File: src/rtl/systolic_pkg.sv
// Shared definitions for the systolic array controller.
//   state_t   : controller states
//   cnt_width : width of the FEED cycle counter for a given K width and array size
//   feed_len  : number of FEED cycles for a given K and array size (K+2N-2)
package systolic_pkg;

  typedef enum logic [1:0] {
    IDLE  = 2'd0,
    CLEAR = 2'd1,
    FEED  = 2'd2,
    DONE  = 2'd3
  } state_t;

  // One spare bit above K+2N so the largest K cannot wrap the counter.
  function automatic int cnt_width(input int k_width, input int n);
    return k_width + $clog2(2 * n) + 1;
  endfunction

  function automatic logic [31:0] feed_len(input logic [31:0] k, input int unsigned n);
    return k + 32'(2 * n) - 32'd2;
  endfunction

endpackage

File: src/rtl/systolic_skew_buffer.sv
// Triangular delay line: lane i is delayed by i clock cycles, lane 0 passes
// straight through.
//   clk, reset : clock, asynchronous active-high reset (clears all stages)
//   din        : lanes x width input, lane i at din[i*width +: width]
//   dout       : lanes x width output, same packing
module systolic_skew_buffer #(
  parameter int width = 16,
  parameter int lanes = 8
) (
  input  logic                     clk,
  input  logic                     reset,
  input  logic [lanes*width-1:0]   din,
  output logic [lanes*width-1:0]   dout
);

  for (genvar i = 0; i < lanes; i++) begin : g_lane
    if (i == 0) begin : g_pass
      assign dout[width-1:0] = din[width-1:0];
    end else begin : g_dly
      logic [width-1:0] stage [i];

      always_ff @(posedge clk or posedge reset) begin
        if (reset) begin
          for (int s = 0; s < i; s++) stage[s] <= '0;
        end else begin
          stage[0] <= din[i*width +: width];
          for (int s = 1; s < i; s++) stage[s] <= stage[s-1];
        end
      end

      assign dout[i*width +: width] = stage[i-1];
    end
  end

endmodule

File: src/rtl/systolic_controller.sv
// Sequencer for one output-stationary matrix multiply C = A*B on an N x N
// systolic MAC array. Clears the accumulators, streams K operand slices from
// the operand buffer, skews them onto the array edges and opens the per-PE
// enable windows, then pulses done once the accumulators hold C.
//
// Ports:
//   clk, reset            : clock, asynchronous active-high reset
//   start, kLen           : command pulse (accepted only in IDLE), inner dimension K
//   busy, done            : run in progress / one-cycle completion pulse
//   rdEn, rdIdx           : operand-buffer read, data returns one cycle later
//   aCol, bRow            : A[0..N-1][k] and B[k][0..N-1], lane i at [i*dataSize +: dataSize]
//   leftInputs, topInputs : skewed operands for the array's left / top edges
//   clearSignals          : per-PE accumulator clear, PE(i,j) at bit i*N+j
//   enableSignals         : per-PE MAC enable, PE(i,j) at bit i*N+j
//
// state | meaning
// IDLE  | waiting for start
// CLEAR | one cycle: clear all accumulators, issue read of slice 0
// FEED  | K+2N-2 cycles: stream slices, skew edges, drive enable windows
// DONE  | one cycle: done pulse, C valid on the array outputs
module systolic_controller
  import systolic_pkg::*;
#(
  parameter int matrixSize = 8,
  parameter int dataSize   = 16,
  parameter int kWidth     = 16
) (
  input  logic                                 clk,
  input  logic                                 reset,
  input  logic                                 start,
  input  logic [kWidth-1:0]                    kLen,
  output logic                                 busy,
  output logic                                 done,
  output logic                                 rdEn,
  output logic [kWidth-1:0]                    rdIdx,
  input  logic [matrixSize*dataSize-1:0]       aCol,
  input  logic [matrixSize*dataSize-1:0]       bRow,
  output logic [matrixSize*dataSize-1:0]       leftInputs,
  output logic [matrixSize*dataSize-1:0]       topInputs,
  output logic [matrixSize*matrixSize-1:0]     clearSignals,
  output logic [matrixSize*matrixSize-1:0]     enableSignals
);

  localparam int N  = matrixSize;
  localparam int CW = cnt_width(kWidth, matrixSize);

  state_t                 state, state_nxt;
  logic [kWidth-1:0]      k_q;
  logic [CW-1:0]          cnt_q, cnt_nxt, cnt_inc, k_ext, feed_last;
  logic                   feeding, feed_valid;
  logic [N*dataSize-1:0]  a_feed, b_feed;

  assign k_ext     = CW'(k_q);
  assign cnt_inc   = cnt_q + CW'(1);
  assign feed_last = CW'(feed_len(32'(k_q), N) - 32'd1);

  always_ff @(posedge clk or posedge reset) begin
    if (reset) begin
      state <= IDLE;
      k_q   <= '0;
      cnt_q <= '0;
    end else begin
      state <= state_nxt;
      cnt_q <= cnt_nxt;
      if (state == IDLE && start) k_q <= kLen;
    end
  end

  always_comb begin
    state_nxt = state;
    cnt_nxt   = cnt_q;
    case (state)
      IDLE:  if (start) state_nxt = CLEAR;
      CLEAR: begin
        cnt_nxt   = '0;
        state_nxt = (k_q != '0) ? FEED : DONE;
      end
      FEED: begin
        if (cnt_q == feed_last) state_nxt = DONE;
        else                    cnt_nxt   = cnt_inc;
      end
      DONE:  state_nxt = IDLE;
      default: state_nxt = IDLE;
    endcase
  end

  assign feeding      = (state == FEED);
  // Buffer data is only meaningful for the K cycles after the reads; zero
  // it otherwise so the skew lines flush clean.
  assign feed_valid   = feeding && (cnt_q < k_ext);
  assign busy         = (state != IDLE);
  assign done         = (state == DONE);
  assign clearSignals = {(N*N){state == CLEAR}};

  always_comb begin
    rdEn  = 1'b0;
    rdIdx = '0;
    if (state == CLEAR && k_q != '0) begin
      rdEn = 1'b1;
    end else if (feeding && cnt_inc < k_ext) begin
      rdEn  = 1'b1;
      rdIdx = cnt_inc[kWidth-1:0];
    end
  end

  // PE(i,j) window is i+j <= c <= i+j+K-1; cnt_inc > diag is c >= diag
  // without a constant-true compare on the (0,0) corner.
  for (genvar i = 0; i < N; i++) begin : g_row
    for (genvar j = 0; j < N; j++) begin : g_col
      localparam logic [CW-1:0] DIAG = CW'(i + j);
      assign enableSignals[i*N+j] = feeding && (cnt_inc > DIAG) && (cnt_q < DIAG + k_ext);
    end
  end

  assign a_feed = feed_valid ? aCol : '0;
  assign b_feed = feed_valid ? bRow : '0;

  systolic_skew_buffer #(.width(dataSize), .lanes(N)) u_skew_a (
    .clk  (clk),
    .reset(reset),
    .din  (a_feed),
    .dout (leftInputs)
  );

  systolic_skew_buffer #(.width(dataSize), .lanes(N)) u_skew_b (
    .clk  (clk),
    .reset(reset),
    .din  (b_feed),
    .dout (topInputs)
  );

endmodule

File: config.mk
export PLATFORM = sky130hd
export DESIGN_NAME = systolic_controller
export DESIGN_NICKNAME = d
export VERILOG_FILES = /design/src/rtl/systolic_pkg.sv /design/src/rtl/systolic_skew_buffer.sv /design/src/rtl/systolic_controller.sv
export SDC_FILE = /design/constraint.sdc
export NUM_CORES = 2
export LEC_CHECK = 0
export ABC_AREA = 1
export CAP_MARGIN = 25
export CORE_AREA = 2 2 308 310
export DETAILED_ROUTE_END_ITERATION = 10
export DIE_AREA = 0 0 310 312
export PLACE_DENSITY = 0.68
export SLEW_MARGIN = 10
export SYNTH_ARGS = -nofsm -noshare
export SYNTH_HDL_FRONTEND = slang
export SYNTH_SLANG_ARGS = --single-unit
File: constraint.sdc
create_clock -name clk -period 30.4 [get_ports clk]
set_input_delay 6.08 -clock clk [delete_from_list [all_inputs] [get_ports clk]]
set_output_delay 6.08 -clock clk [all_outputs]
set_load 0.03 [all_outputs]
# Word level (Yosys, flattened, before mapping)
# Index checks and enable logic that the tools add are counted.
totals:
  regBits: 935
  inputBits: 275
  word_cells: 167
op_classes:
  addsub: 18
  order_cmp: 31
  n_eq_ne: 7
  n_mux: 12
  n_reduce_logical: 40
op_table:
  columns: ["op", "n"]
  rows:
  - ["128-bit two-way mux", 2]
  - ["21-bit by 17-bit < comparator with 1-bit output", 10]
  - ["21-bit by 4-bit > comparator with 1-bit output, second input constant", 7]
  - ["4-bit by 16-bit adder with 17-bit output, first input constant", 7]
  - ["21-bit by 3-bit > comparator with 1-bit output, second input constant", 4]
  - ["21-bit < comparator", 4]
  - ["3-bit by 16-bit adder with 17-bit output, first input constant", 4]
  - ["21-bit by 1-bit > comparator with 1-bit output, second input constant", 2]
  - ["21-bit by 2-bit > comparator with 1-bit output, second input constant", 2]
  - ["21-bit by 16-bit < comparator with 1-bit output", 2]
  - ["21-bit case mux with 2 select lines", 1]
  - ["2-bit by 16-bit adder with 17-bit output, first input constant", 2]
  - ["1-bit logical AND", 34]
  - ["16-bit two-way mux", 2]
  - ["21-bit by 1-bit adder with 21-bit output, second input constant", 1]
  - ["21-bit equality test", 1]
  - ["21-bit two-way mux", 1]
  - ["18-bit by 2-bit subtractor with 19-bit output, second input constant", 1]
  - ["17-bit by 2-bit subtractor with 18-bit output, second input constant", 1]
  - ["1-bit by 16-bit adder with 17-bit output, first input constant", 1]
  - ["16-bit by 5-bit adder with 17-bit output, second input constant", 1]
  - ["16-bit nonzero test", 1]
  - ["2-bit case mux with 4 select lines", 1]
  - ["2-bit equality test, second input constant", 2]
  - ["8 further kinds", 14]

# Logic depth before layout (Yosys ltp)
depth:
  ltp_word: 6
  mapped_depth: 26
  mapped_depth_nobuf: 24

# Cells and area by module
# Synthesis repeated with hierarchy kept, for this count alone.
hier_totals:
  cells_unflattened: 3657
  hier_area_um2: 39006.2
by_module_without_submodules:
  columns: ["mod", "n_inst", "cells_each", "area_per_inst_um2", "seq_area_each_um2"]
  rows:
  - ["systolic_skew_buffer", 2, 561, 12055.3, 11210.8]
  - ["systolic_controller", 1, 2535, 14895.5, 975.9]

# Worst setup path before layout
# No wires, ideal clock.
synth_timing:
  path_kind: "input to output"
  startpoint: "in aCol[10]"
  endpoint: "out leftInputs[10]"
  t_arrival_ns: 6.340
  required_time_ns: 24.320
  setup_slack_ns: 17.980
  path_stages: 3
  path_buffers: 1
  path_cell_list: "inv_1 > nor2_1 > buf_4"
synth_via:
  elab_chain_cells: 1
synth_rtl:
  columns: ["item", "line", "source"]
  rows:
  - ["start, declared", "systolic_controller.sv:36", "input logic [matrixSize*dataSize-1:0] aCol,"]
  - ["128-bit two-way mux", "systolic_controller.sv:115", "assign a_feed = feed_valid ? aCol : '0;"]
  - ["end, declared", "systolic_controller.sv:38", "output logic [matrixSize*dataSize-1:0] leftInputs,"]
# No other way between the ends.

# Final worst setup path
layout_timing:
  startpoint: "in aCol[12]"
  endpoint: "out leftInputs[12]"
# Same word-level chain as after synthesis.

==> impl_metrics.json <==
{
  "status": "finished clean",
  "gr-usage-all-layers": 0.236,
  "drtPass1Iterations": 7,
  "drc_errors": 0,
  "die_w_um": 310,
  "timing.fmax_mhz": 73.6,
  "clock_latency_ns": 0.68,
  "synth_top_family_by_area": "simple AND/OR/NAND/NOR gates",
  "finalHoldViolCount": 0,
  "final_cell_mix": "dfrtp_1 (935), clkdlybuf4s50_1 (677), nor2_1 (470)",
  "finalWirelength_mm": 115,
  "cts_buffers": 91,
  "fin_area_um2": 48100,
  "root_buffer": "clkbuf_16",
  "synth-xor-area-share": 0.0343,
  "io_buffers": 677,
  "htree_levels": 3,
  "synth_fp_nets": 4131,
  "post_drt_wl_per_cell_um": 21.5,
  "power.leakage_nw": 25.1,
  "grt_pass1_vias": 26100,
  "cts_resized": 0,
  "min_to": "u_skew_a.g_lane[5].g_dly.stage[51]",
  "final.setup.tns_ns": 0,
  "synth_adder_area_share": 0.0847,
  "vias_per_cell": 4.81,
  "total_power_mw": 4.71,
  "hp-class": "reg2reg",
  "skew_ns": 0.0441,
  "fillers": 8124,
  "tightest_slew_ns": 1.12,
  "slew_viol_final": 0,
  "ys_warn_count": 0,
  "arrival_ns": 7.51,
  "cp_max_fo": 1,
  "rsz0062_at_grt": "no",
  "worstHoldStart": "u_skew_a.g_lane[5].g_dly.stage[67]",
  "timing.rr.end": "u_skew_a.g_lane[6].g_dly.stage[82]",
  "async_flop_share": 1.00,
  "grt_max_degree": 197,
  "syn_avg_cell_area_um2": 10.8,
  "overflow": 0,
  "r2r_start": "k_q[2]",
  "synth_seq_cells": 935,
  "path_class": "in2out",
  "synth_edf_count": 0,
  "netlist_instances": 3593,
  "min_period_ns": 13.59,
  "initial_core_util": 0.418,
  "core_um2": 93000,
  "hold_depth": 0,
  "layout.nets": 4540,
  "antenna_left": 0,
  "antenna_found_initial": 23,
  "period_share": 0.447,
  "holdBufCountCts": 0,
  "area_growth_pct": 23.8,
  "placed_cell_area_um2": 44700,
  "cts_tree": "built",
  "die-area_um2": 96700,
  "synthFlopType": "dfrtp_1",
  "path_clk_slew_ns": 0.07,
  "syn_area_um2": 38900,
  "final-setup-viol-count": 0,
  "ir_drop_mv": 0.0679,
  "post_cts_buffers": 0,
  "seq_area_frac_synth": 0.602,
  "first_iter_violations": 2021,
  "dieHeight_um": 312,
  "cp-start-kind": "input pin",
  "synth_compound_area_frac": 0.0379,
  "clock-sinks": 935,
  "rows": 112,
  "max-cap-violations": 0,
  "ioPinCount": 678,
  "routed-via-count": 25700,
  "r2r_slack_ns": 25.28,
  "required_ns": 24.32,
  "power_density_nw_per_um2": 97.9,
  "layout-drive-gt1-share": 0.0666,
  "endpoint_kind": "primary output",
  "gp_congestion": 0.989,
  "whs_ns": 0.323,
  "clk_path_buf_depth": 3,
  "ys_types": 53,
  "hpwl_mm": 80.7,
  "relSlewSlack": 0.249,
  "synth-simple-area-share": 0.123,
  "rr_worst_depth": 16,
  "muxShareOfSynthArea": 0,
  "final_common_cell": "dfrtp_1",
  "grt_pass1_wl_mm": 168
}
## Yosys cell counts, types with 14 or more instances
cell type  count  area, um2
nand3_1      109        546
nor2_2        17        106
o21ai_0       46        230
dfrtp_1      935      23400
ha_1         263       3290
a211oi_1      15        113
nor2_1       470       1760
xor2_1       149       1310
a21oi_1      130        651
nor3_1        42        210
clkbuf_1      46        173
o21bai_1      15        113
inv_1        426       1600
nand4_1       32        200
buf_4        343       2570
nand2_2       14       87.6
nand2_1      414       1550
inv_2         15       56.3
## per-layer routing
metal,track usage,vias up,part of all wire
met4,0.112,22,0.048
li1,-,11700,-
met5,0,-,0.0014
met2,0.378,1117,0.47
met1,0.299,12600,0.40
met3,0.0606,292,0.080
## state kept, by name, summed over array words and instances (netlist names)
signal and count:
cnt_q 21, u_skew_b.g_lane.g_dly.stage 352, u_skew_a.dout 96, k_q 16, state 2, u_skew_a.g_lane.g_dly.stage 352, u_skew_b.dout 96
## critical path, cell delays in order
cell and delay, ns:
clkdlybuf4s50_1 0.46, inv_1 0.04, nor2_1 0.21, clkdlybuf4s50_1 0.73
## layout make-up
class	instances	area [um2]	share of cell area
Multi-Input combinational cell	1799	10900	0.227
Timing Repair Buffer	727	7290	0.152
Inverter	448	1690	0.0351
Clock buffer	133	2730	0.0567
Sequential cell	935	23400	0.487
Tap cell	1254	1570	0.0326
Clock inverter	30	492	0.0102
Antenna cell	11	27.5	0.000572
## power by group
group	leakage, nW	internal [mW]	switching, mW
logic	11.0	0.599	1.24
clock network	1.57	0.687	0.487
registers	12.6	1.56	0.137
## how the worst max path moves through the flow
| stage | to | depth (start not counted) | start |
|---|---|---|---|
| CTS | leftInputs[12] | 4 | aCol[12] |
| floorplan | cnt_q[0] | 1 | reset |
| detailed placement | leftInputs[12] | 4 | aCol[12] |
| global placement | leftInputs[12] | 4 | aCol[12] |
| global route | leftInputs[12] | 4 | aCol[12] |
| finish | leftInputs[12] | 4 | aCol[12] |
## kinds of logic (layout without fill, tap and decap cells)
logic type                 after synthesis  count (layout)
and+or+nand+nor                       1132            1132
other                                    0              11
AOI/OAI and AO/OA                      252             252
DFF                                    935             935
xor gates and xnor gates               152             152
adders and majority gates              263             263
buffers and inverters                  859            1338
## through the flow
stage               utilization  setup WS [ns]  cells
floorplan                     -          11.45   3593
global placement          0.480          16.75   5157
detailed placement        0.480          16.75   5157
CTS                       0.515          16.75   5320
global route              0.517          16.74   5333
finish                    0.517          16.81   5337
Note: power is estimated with default switching activity, not from simulation.
